<file path="src/rtl/sig_acc.sv">
// ============================================================================
// sig_acc -- signed frame accumulator for the SIG multiplier datapath
//
// Purpose:
//   Sums N signed DW-bit products into one AW-bit signed frame sum. Products
//   are accepted with a valid/ready handshake while accumulating (ACC).
//   After the Nth product the sum is registered and presented downstream
//   (HOLD) until the consumer accepts it. Then the next frame starts.
//   iClear aborts the current frame. iRst has priority over everything.
//
// Optional feature (compile-time macro):
//   SIG_ACC_SAT_EN -- when defined, the frame sum is clamped to the DW-bit
//                     signed range [-2^(DW-1), 2^(DW-1)-1], sign-extended to
//                     AW bits. oSat flags frames that were clamped. When the
//                     macro is undefined, the full-precision sum is output
//                     and oSat is constantly 0.
//
// Parameters:
//   DW  width of each signed input product
//   N   products per frame (power of two, 2..256)
//   AW  signed sum width, DW + log2(N); it cannot overflow for any N inputs
//
// Ports:
//   iClk    in   1   clock, all state changes on the rising edge
//   iRst    in   1   synchronous active-high reset
//   iClear  in   1   synchronous abort of the current frame
//   iY      in   DW  signed product from upstream
//   iValid  in   1   iY valid this cycle
//   oReady  out  1   block accepts iY this cycle (ACC state)
//   oSum    out  AW  signed frame sum
//   oValid  out  1   oSum valid (HOLD state)
//   iReady  in   1   downstream accepts oSum
//   oSat    out  1   oSum was clamped (SIG_ACC_SAT_EN builds only)
// ============================================================================
module sig_acc #(
    parameter int DW = 8,
    parameter int N  = 16,
    parameter int AW = DW + $clog2(N)
) (
    input  logic          iClk,
    input  logic          iRst,
    input  logic          iClear,
    input  logic [DW-1:0] iY,
    input  logic          iValid,
    output logic          oReady,
    output logic [AW-1:0] oSum,
    output logic          oValid,
    input  logic          iReady,
    output logic          oSat
);

    localparam int CW = $clog2(N);

    typedef enum logic {
        ST_ACC  = 1'b0,
        ST_HOLD = 1'b1
    } state_e;

    state_e                state_q, state_d;
    logic signed [AW-1:0]  acc_q,   acc_d;
    logic        [CW-1:0]  cnt_q,   cnt_d;
    logic signed [AW-1:0]  sum_q,   sum_d;
    logic                  sat_q,   sat_d;

    logic signed [AW-1:0]  y_ext;
    logic signed [AW-1:0]  acc_nxt;
    logic signed [AW-1:0]  sum_out;
    logic                  sat_out;
    logic                  last;

    // ------------------------------------------------------------------------
    // Datapath
    // ------------------------------------------------------------------------
    // AW exceeds DW by log2(N) >= 1 bits, so the sign extension is never empty.
    assign y_ext   = {{(AW-DW){iY[DW-1]}}, iY};
    assign acc_nxt = acc_q + y_ext;
    assign last    = (cnt_q == CW'(N - 1));

`ifdef SIG_ACC_SAT_EN
    // Clamp bounds: the DW-bit signed extremes sign-extended to AW bits.
    localparam logic signed [AW-1:0] SAT_HI = {{(AW-DW+1){1'b0}}, {(DW-1){1'b1}}};
    localparam logic signed [AW-1:0] SAT_LO = {{(AW-DW+1){1'b1}}, {(DW-1){1'b0}}};

    always_comb begin
        sum_out = acc_nxt;
        sat_out = 1'b0;
        if (acc_nxt > SAT_HI) begin
            sum_out = SAT_HI;
            sat_out = 1'b1;
        end else if (acc_nxt < SAT_LO) begin
            sum_out = SAT_LO;
            sat_out = 1'b1;
        end
    end
`else
    // Full precision. sat_q can only ever load 0, so oSat is constant 0.
    assign sum_out = acc_nxt;
    assign sat_out = 1'b0;
`endif

    // ------------------------------------------------------------------------
    // Next-state logic
    // ------------------------------------------------------------------------
    // NOTE: every signal gets a default before any branch; a path that left
    // one unassigned would infer a latch in this combinational block.
    always_comb begin
        state_d = state_q;
        acc_d   = acc_q;
        cnt_d   = cnt_q;
        sum_d   = sum_q;
        sat_d   = sat_q;

        if (iClear) begin
            // Abort wins over a product or output handshake in the same cycle.
            state_d = ST_ACC;
            acc_d   = '0;
            cnt_d   = '0;
            sum_d   = '0;
            sat_d   = 1'b0;
        end else begin
            unique case (state_q)
                ST_ACC: begin
                    if (iValid) begin
                        acc_d = acc_nxt;
                        // The counter is exactly log2(N) bits wide, so the
                        // increment after product N-1 wraps to 0.
                        cnt_d = cnt_q + 1'b1;
                        if (last) begin
                            sum_d   = sum_out;
                            sat_d   = sat_out;
                            state_d = ST_HOLD;
                        end
                    end
                end
                ST_HOLD: begin
                    // iValid is ignored here; upstream keeps it asserted.
                    if (iReady) begin
                        acc_d   = '0;
                        cnt_d   = '0;
                        state_d = ST_ACC;
                    end
                end
                default: begin
                    state_d = ST_ACC;
                end
            endcase
        end
    end

    // ------------------------------------------------------------------------
    // State registers
    // ------------------------------------------------------------------------
    // NOTE: sequential state uses non-blocking assignments so every register
    // samples the pre-edge values, independent of statement order.
    always_ff @(posedge iClk) begin
        if (iRst) begin
            state_q <= ST_ACC;
            acc_q   <= '0;
            cnt_q   <= '0;
            sum_q   <= '0;
            sat_q   <= 1'b0;
        end else begin
            state_q <= state_d;
            acc_q   <= acc_d;
            cnt_q   <= cnt_d;
            sum_q   <= sum_d;
            sat_q   <= sat_d;
        end
    end

    // ------------------------------------------------------------------------
    // Outputs
    // ------------------------------------------------------------------------
    assign oReady = (state_q == ST_ACC);
    assign oValid = (state_q == ST_HOLD);
    assign oSum   = sum_q;
    assign oSat   = sat_q;

    // The presented sum must not move while the consumer stalls it.
    a_hold_stable : assert property (
        @(posedge iClk) disable iff (iRst)
        (state_q == ST_HOLD && !iReady && !iClear) |=> ($stable(sum_q) && $stable(sat_q))
    );

endmodule
</file>
<file path="config.mk">
export PLATFORM = sky130hd
export DESIGN_NAME = sig_acc
export DESIGN_NICKNAME = d
export VERILOG_FILES = /design/src/rtl/sig_acc.sv
export SDC_FILE = /design/constraint.sdc
export NUM_CORES = 1
export LEC_CHECK = 0
export CAP_MARGIN = 20
export CORE_AREA = 2 2 63 65
export CTS_CLUSTER_DIAMETER = 30
export CTS_CLUSTER_SIZE = 16
export DETAILED_ROUTE_END_ITERATION = 10
export DIE_AREA = 0 0 65 67
export PLACE_DENSITY = 0.75
export SLEW_MARGIN = 20
export SYNTH_ARGS = -nofsm -noshare
export SYNTH_HDL_FRONTEND = slang
export SYNTH_SLANG_ARGS = --single-unit
</file>
<file path="constraint.sdc">
create_clock -name iClk -period 2.25 [get_ports iClk]
set_input_delay 0.225 -clock iClk [delete_from_list [all_inputs] [get_ports iClk]]
set_output_delay 0.225 -clock iClk [all_outputs]
set_load 0.005 [all_outputs]
</file>
## Word level (Yosys, flattened, before mapping)

Cells that the tools add are included.

| word-level totals | value |
|---|---|
| register bits after elaboration | 29 |
| input port bits | 13 |
| logic and storage cells | 23 |

| operators by class | value |
|---|---|
| $add $sub $neg | 2 |
| equal/unequal tests | 3 |
| multiplexer cells | 10 |
| bitwise operators | 1 |
| reduce and logical (&&, ||, !) cells | 3 |

Operators with widths:

| operator | number |
|---|---|
| $mux W12 | 2 |
| $pmux W12 S2 | 1 |
| $add A12 B8 Y12 | 1 |
| $mux W4 | 2 |
| $pmux W4 S2 | 1 |
| $add A4 B1 Y4 const B | 1 |
| $eq A4 B4 Y1 const B | 1 |
| $ne A2 B2 Y1 const B | 2 |
| $mux W1 | 3 |
| $reduce_and A3 Y1 | 1 |
| $pmux W1 S2 | 1 |
| $reduce_and A2 Y1 | 1 |
| $reduce_or A2 Y1 | 1 |
| $not A1 Y1 | 1 |

## Longest topological paths before layout

Gate-level depths: netlist of the first run.

| logic depth | value |
|---|---|
| depth after elaboration | 4 |
| mapped depth | 9 |
| mapped depth without buffers | 9 |

## Worst setup path after synthesis of the first run

OpenSTA, ideal clock, no wires.

| timing path | value |
|---|---|
| kind | register to register |
| start | register acc_q[0] |
| end | register sum_q[8] (netlist: oSum[8]) |
| library setup time | 63 ps |
| arrival | 1956 ps |
| data required time | 2187 ps |
| slack | 232 ps |
| cell stages (with the launch flop) | 10 |
| path buffers | 0 |
| clock period less this slack | 2018 ps |
| cell sequence | dfxtp_1 > ha_1 > inv_1 > fa_1 > inv_1 > a21o_1 > a221oi_2 > o21a_1 > or4_1 > nand3_1 |

| between the ends | value |
|---|---|
| word-level cells in the longest chain between the ends | 1 |

RTL lines:

| item | line | text |
|---|---|---|
| from (decl) | 60 | `logic signed [AW-1:0] acc_q, acc_d;` |
| from (signal assigned) | 158 | `acc_q <= '0;` |
| from (signal assigned) | 164 | `acc_q <= acc_d;` |
| $add A12 B8 Y12 | 76 | `assign acc_nxt = acc_q + y_ext;` |
| to (signal assigned) | 166 | `sum_q <= sum_d;` |
| to (decl) | 62 | `logic signed [AW-1:0] sum_q, sum_d;` |

No other way between the ends.
A chain may end at the register's enable or synchronous reset.

## Worst setup path after layout of the first run

| timing path | value |
|---|---|
| start | input iY[0] |
| end | register sum_q[8] (netlist: oSum[8]) |

| between the ends | value |
|---|---|
| word-level cells in the longest chain between the ends | 1 |

RTL lines:

| item | line | text |
|---|---|---|
| from (decl) | 43 | `input logic [DW-1:0] iY,` |
| $add A12 B8 Y12 | 76 |  |

No other way between the ends.

==> results.py, run 1 <==
metrics = {
    "floorplanning": {
        "fp-row-count": 22,
        "die_area_um2": 4360,
        "pin_count": 28,
        "chipHeight_um": 67,
        "core_area_um2": 3610,
        "initial_core_util_pct": 44.2,
        "die_x_um": 65,
    },
    "worst_setup_path": {
        "ff2ff_path_depth": 9,
        "critPathMaxStageDelay_ps": 460,
        "cp-start-kind": "input port",
        "crit_top_cell": "inv_1",
        "end_kind": "flip-flop",
        "arrival_ps": 2320,
        "worstReg2RegStart": "acc_q[0]$_SDFFE_PP0P_",
        "crit_path_start": "iY[0]",
        "cp_slowest_cell": "clkdlybuf4s50_1",
        "crit_fanout": 2,
        "r2r_end": "oSum[8]$_SDFFE_PP0P_",
        "critPathRequiredTime_ps": 2470,
        "cp-endpoint": "oSum[8]$_SDFFE_PP0P_",
        "crit_type": "input port to flip-flop",
        "r2r_slack_ps": 220,
        "worstPathCellList": "clkdlybuf4s50_1, ha_1, inv_1, fa_1, inv_1, a21o_1, a221oi_2, o21a_1, or4_1, nand3_1",
    },
    "power_and_ir_drop": {
        "p_sw_share_pct": 25.4,
        "pwr-share-seq_pct": 47.3,
        "p_comb_share_pct": 16.7,
        "clkPwrFrac_pct": 36.1,
        "p_leak_nw": 0.853,
        "power.density_nw_per_um2": 540,
        "switchingPower_w": 0.000286,
        "irDropWorstVdd_uv": 313,
        "internal_power_w": 0.000839,
    },
    "finish": {
        "drive_above_1_share_pct": 13.8,
        "antenna_cells": 0,
        "layout-area-overhead-vs-synth_pct": 30.9,
        "nets": 250,
    },
    "place": {
        "numPortBuffers": 26,
        "dp_hpwl_mm": 2.59,
        "routabilityCongestion": 0.812,
        "preCtsSetupSlack_ps": -138,
    },
    "yosys": {
        "syn_area_um2": 1590,
        "synth_area_leaders": "dfxtp_1 36%, ha_1 9.4%, nand2_1 5.7%",
        "ys_ff_latch": 29,
        "netlist.top_cell.by_area": "dfxtp_1",
        "synthesis.nets": 208,
        "ys_warn_count": 0,
        "avgSynthCellArea_um2": 8.75,
        "synthDominantCellAreaShare_pct": 36.4,
        "synthCells": 182,
        "ys_types": 42,
        "seq_area_frac_synth_pct": 36.4,
    },
    "timing": {
        "fin_crit_ps": 2090,
        "timing.fmax_mhz": 478,
        "fin_worst_skew_ps": 3.39,
        "hold_viol": 0,
        "finalMaxSlewViolations": 0,
        "setup_violations": 0,
        "fin_ws_ps": 156,
        "fin_crit_sh_pct": 93.1,
        "grt_setup_unrepaired": "no",
        "fin_tns_setup_ps": 0,
    },
    "route": {
        "ant_nets": 0,
        "avgViaCountPerCell": 5.25,
        "vias": 1434,
        "drc": 0,
        "drtIter0Drc": 65,
        "totalWireLength_mm": 3.49,
        "drt-pass1-iter-count": 4,
        "wl_per_cell_um": 12.8,
    },
    "cts": {
        "cts-resized-gates": 0,
        "cts_buffer_depth": 2,
        "h-tree-depth": 2,
        "cts_buffers": 5,
        "clk_latency_ps": 280,
        "clock-root-buffer": "clkbuf_8",
        "cts_tree": "done",
        "cts.clk_slew.worst_paths_ps": 60,
        "hold_buffers": 0,
        "cts.sinks": 29,
        "post_cts_buffers": 0,
    },
    "global_route": {
        "grt_remaining_overflow": 0,
        "grt_pass1_vias": 1360,
        "antenna_found_initial": 0,
        "grt_start_max_net_pins": 20,
        "grt_pass1_wl_mm": 5.81,
        "grt_use_total_pct": 17.4,
    },
    "worst_hold_path": {
        "min_path_type": "flip-flop to flip-flop",
    },
    "flow_run": {
        "drv_cap": 0,
    },
    "run_status": {
        "outcome": "complete, no violations",
    },
}
## worst min-delay path by stage
| stage | start | to | slack (ps) | depth (start not counted) |
|---|---|---|---|---|
| after floorplan | acc_q[10]$_SDFFE_PP0P_ | acc_q[10]$_SDFFE_PP0P_ | 430 | 2 |
| after global placement | oSum[6]$_SDFFE_PP0P_ | oSum[6]$_SDFFE_PP0P_ | 440 | 2 |
| after detailed placement | oSum[4]$_SDFFE_PP0P_ | oSum[4]$_SDFFE_PP0P_ | 450 | 2 |
| after CTS | oSum[4]$_SDFFE_PP0P_ | oSum[4]$_SDFFE_PP0P_ | 450 | 2 |
| after global routing | oSum[4]$_SDFFE_PP0P_ | oSum[4]$_SDFFE_PP0P_ | 470 | 2 |
| final | oSum[4]$_SDFFE_PP0P_ | oSum[4]$_SDFFE_PP0P_ | 450 | 2 |
## area by class of cell
class | instances | area [µm²]
Multi-Input combinational cell | 139 | 950
Sequential cell | 29 | 581
Inverter | 5 | 18.8
Fill cell | 342 | 1520
Timing Repair Buffer | 44 | 395
Tap cell | 48 | 60.1
Clock buffer | 8 | 80.1
## routing by layer
metal | vias to the layer above | wire (µm) | part of all wire, % | track usage, %
met5 | - | 0 | 0 | 0
met1 | 667 | 1600 | 46 | 20.8
li1 | 735 | - | - | -
met4 | 0 | 55 | 1.6 | 7.18
met3 | 6 | 122 | 3.5 | 3.72
met2 | 26 | 1710 | 49 | 30.3
## Yosys cell counts, drive strengths merged
library cell  count
a311oi            2
and3              2
nand2b            2
a21o              4
o211ai            4
a211o             1
conb              1
nor3              2
nor2b             4
nor2             14
buf               6
clkbuf            3
a21oi            17
and4              2
or2               3
a221oi            1
a31o              1
nand3             2
nand3b            1
a31oi             1
inv               5
or4               1
o2111a            1
a2111o            1
o21ai             5
o21bai            1
nand4             2
xor2              2
nand2            24
xnor2             7
ha               12
o22ai             1
dfxtp            29
a22o              5
and2              1
a211oi            4
o21a              3
fa                1
a22oi             4
## kinds of logic after synthesis
family	Yosys count	share of synthesized area [%]
other cells	1	0.235
xor+xnor	9	4.95
flops	29	36.4
compound gates	56	26.0
simple gates	60	17.8
buf+inv	14	3.93
fa+ha+maj	13	10.7
## through the flow
step | util [%] | hold WS [ps] | instance area, µm² | total power [W] | std cells
6_report | 57.8 | 453 | 2080 | 0.00112 | 273
5_1_grt | 57.8 | 472 | 2080 | 0.00118 | 273
4_1_cts | 57.8 | 454 | 2080 | 0.00113 | 273
3_5_place_dp | 55.6 | 446 | 2000 | 0.000728 | 265
3_3_place_gp | 55.6 | 444 | 2000 | 0.000727 | 265
2_1_floorplan | - | 429 | 1590 | 0.000661 | 182
## state kept, by name (all words and copies together), names as in the netlist
signal  count
acc_q      12
cnt_q       4
oSum       12
oValid      1
## worst max-delay path: cells and delay by family
family | cells | cell delay (ps)
buffers and inverters | 3 | 590
and+or+nand+nor | 2 | 550
adders and majority gates | 2 | 530
AOI/OAI and AO/OA | 3 | 420
## power groups by stage
| stage | Clock [W] | Sequential, W | Combinational (W) |
|---|---|---|---|
| 2_1_floorplan | 0 | 0.000541 | 0.000121 |
| 4_1_cts | 0.000410 | 0.000532 | 0.000188 |
| 6_report | 0.000406 | 0.000532 | 0.000188 |
| 5_1_grt | 0.000434 | 0.000533 | 0.000209 |
| 3_3_place_gp | 0 | 0.000542 | 0.000184 |
| 3_5_place_dp | 0 | 0.000543 | 0.000185 |
## cell usage in the layout, fill, tap and decap left out, drive strengths merged, types with 4 or more instances in the layout
| master | synthesis | final |
|---|---|---|
| a21o | 4 | 4 |
| inv | 5 | 5 |
| o211ai | 4 | 4 |
| nand2 | 24 | 24 |
| nor2b | 4 | 4 |
| dfxtp | 29 | 29 |
| o21ai | 5 | 5 |
| ha | 12 | 12 |
| buf | 6 | 18 |
| clkbuf | 3 | 8 |
| clkdlybuf4s50 | 0 | 26 |
| a21oi | 17 | 17 |
| a211oi | 4 | 4 |
| xnor2 | 7 | 7 |
| a22o | 5 | 5 |
| nor2 | 14 | 14 |
| a22oi | 4 | 4 |
(Power assumes the default switching activity.)
==> run 2: changes to the inputs <==
Settings changed: CORE_AREA 2 2 63 65 to 2 2 59 61, DIE_AREA 0 0 65 67 to 0 0 61 63, PLACE_DENSITY 0.75 to 0.83.
==> results.py, run 2 (synthesis gave the netlist of run 1 again) <==
metrics = {
    "run_status": {
        "outcome": "complete, no violations",
    },
    "finish": {
        "nFillCells": 296,
        "drive_above_1_share_pct": 12.3,
        "stdcell_count": 265,
        "antenna_cells": 0,
        "nets": 245,
        "layout-area-overhead-vs-synth_pct": 26.8,
        "layout_commonest_cell": "dfxtp_1",
        "final_cell_mix": "29 x dfxtp_1, 26 x clkdlybuf4s50_1, 24 x nand2_1",
    },
    "cts": {
        "cts.sinks": 29,
        "cts.clk_slew.worst_paths_ps": 90,
        "clk_latency_ps": 330,
        "clock-root-buffer": "clkbuf_4",
        "cts-resized-gates": 0,
        "post_cts_buffers": 0,
        "h-tree-depth": 2,
        "cts_buffer_depth": 2,
        "cts_buffers": 5,
        "cts_tree": "done",
        "hold_buffers": 0,
    },
    "power_and_ir_drop": {
        "irDropWorstVdd_uv": 301,
        "power.density_nw_per_um2": 512,
        "p_leak_nw": 0.819,
    },
    "floorplanning": {
        "fp-row-count": 21,
        "core_area_um2": 3230,
        "chipHeight_um": 63,
        "die_area_um2": 3840,
        "pin_count": 28,
        "die_x_um": 61,
        "initial_core_util_pct": 49.3,
    },
    "timing": {
        "tightest_slew_ps": 533,
        "grt_setup_unrepaired": "no",
        "fin_tns_setup_ps": 0,
        "fin_crit_ps": 2080,
        "maxSlewHeadroom_pct": 64.4,
        "finalMaxSlewViolations": 0,
        "fin_crit_sh_pct": 92.3,
        "fin_worst_skew_ps": 3.48,
        "setup_violations": 0,
        "timing.fmax_mhz": 482,
        "hold_viol": 0,
    },
    "worst_setup_path": {
        "crit_top_cell": "inv_1",
        "cp_slowest_cell": "clkdlybuf4s50_1",
        "ff2ff_path_depth": 9,
        "crit_type": "input port to flip-flop",
        "cp-start-kind": "input port",
        "critPathMaxStageDelay_ps": 460,
        "crit_fanout": 2,
        "worstReg2RegStart": "acc_q[0]$_SDFFE_PP0P_",
        "crit_path_start": "iY[0]",
        "r2r_slack_ps": 200,
        "arrival_ps": 2350,
        "end_kind": "flip-flop",
        "r2r_end": "oSum[8]$_SDFFE_PP0P_",
        "critPathRequiredTime_ps": 2520,
        "worstPathCellList": "clkdlybuf4s50_1, ha_1, inv_1, fa_1, inv_1, a21o_1, a221oi_2, o21a_1, or4_1, nand3_1",
    },
    "route": {
        "ant_nets": 0,
        "drc": 0,
        "drtIter0Drc": 21,
        "drt-pass1-iter-count": 5,
        "totalWireLength_mm": 3.54,
        "wl_per_cell_um": 13.4,
        "avgViaCountPerCell": 5.31,
        "vias": 1408,
    },
    "global_route": {
        "grt_remaining_overflow": 0,
        "antenna_found_initial": 0,
        "grt_pass1_vias": 1371,
        "grt_start_max_net_pins": 16,
        "grt_use_total_pct": 21.1,
        "grt_pass1_wl_mm": 5.97,
    },
    "worst_hold_path": {
        "hold_path.startpoint": "oSum[6]$_SDFFE_PP0P_",
        "holdPathEnd": "oSum[6]$_SDFFE_PP0P_",
        "min_path_type": "flip-flop to flip-flop",
        "whs_path_depth": 2,
    },
    "place": {
        "dp.cells": 258,
        "numPortBuffers": 26,
        "routabilityCongestion": 0.850,
        "dp_hpwl_mm": 2.73,
    },
    "flow_run": {
        "drv_cap": 0,
    },
}
==> run 2: cell types whose count changed in the layout (fill, tap and decap cells not counted) <==
cell / previous run / this run
clkbuf_1: 3 / 1
buf_4: 18 / 13
clkbuf_8: 5 / 1
clkbuf_4: 0 / 5
==> run 2: critical path, delay by kind of cell <==
kind / cells / cell delay [ps]
buf+inv: 3 / 590
fa+ha+maj: 2 / 560
simple gates: 2 / 550
compound gates: 3 / 420
==> run 2: cell type report <==
class | count | area [µm²] | area share, %
Sequential cell | 29 | 581 | 28.7
Clock buffer | 7 | 55.1 | 2.73
Multi-Input combinational cell | 139 | 950 | 47.0
Timing Repair Buffer | 39 | 358 | 17.7
Tap cell | 46 | 57.6 | 2.85
Inverter | 5 | 18.8 | 0.929
==> run 2: through the flow <==
| step | worst slack [ps] | hold WS [ps] | total power (W) | util [%] | cell area (µm²) |
|---|---|---|---|---|---|
| after floorplan | 232 | 429 | 0.000661 | - | 1590 |
| after global placement | -128 | 441 | 0.000718 | 60.8 | 1960 |
| after detailed placement | -166 | 449 | 0.000723 | 60.8 | 1960 |
| after CTS | 186 | 461 | 0.00105 | 62.5 | 2020 |
| after global routing | 56.3 | 483 | 0.00110 | 62.5 | 2020 |
| final | 174 | 456 | 0.00103 | 62.5 | 2020 |
==> run 2: worst max-delay path by stage <==
stage                                 to  slack [ps]
floorplan           oSum[8]$_SDFFE_PP0P_         230
global placement    oSum[8]$_SDFFE_PP0P_        -130
detailed placement  oSum[8]$_SDFFE_PP0P_        -170
CTS                 oSum[8]$_SDFFE_PP0P_         190
global route        oSum[8]$_SDFFE_PP0P_          60
finish              oSum[8]$_SDFFE_PP0P_         170
==> run 2: per-layer routing <==
layer	GRT usage (%)	up-vias	wire (µm)
met4	8.70	0	65
met2	32.7	32	1700
met5	0	-	0
li1	-	734	-
met1	26.4	634	1620
met3	7.04	8	154
==> run 2: report_power, final <==
group	leakage, nW	switching [W]	internal [W]
Combinational	0.553	0.0000918	0.0000894
Clock	0.0314	0.000174	0.000147
Sequential	0.235	0.00000721	0.000524
Total	0.819	0.000273	0.000760
==> run 3: changes to the inputs <==
==> constraint.sdc (replaced) <==
create_clock -name iClk -period 2.25 [get_ports iClk]
set_input_delay 0.225 -clock iClk [delete_from_list [all_inputs] [get_ports iClk]]
set_output_delay 0.225 -clock iClk [all_outputs]
set_load 0.02 [all_outputs]
==> results of run 3 <==
The final DEF is identical to that of run 2. Status: complete, no violations.
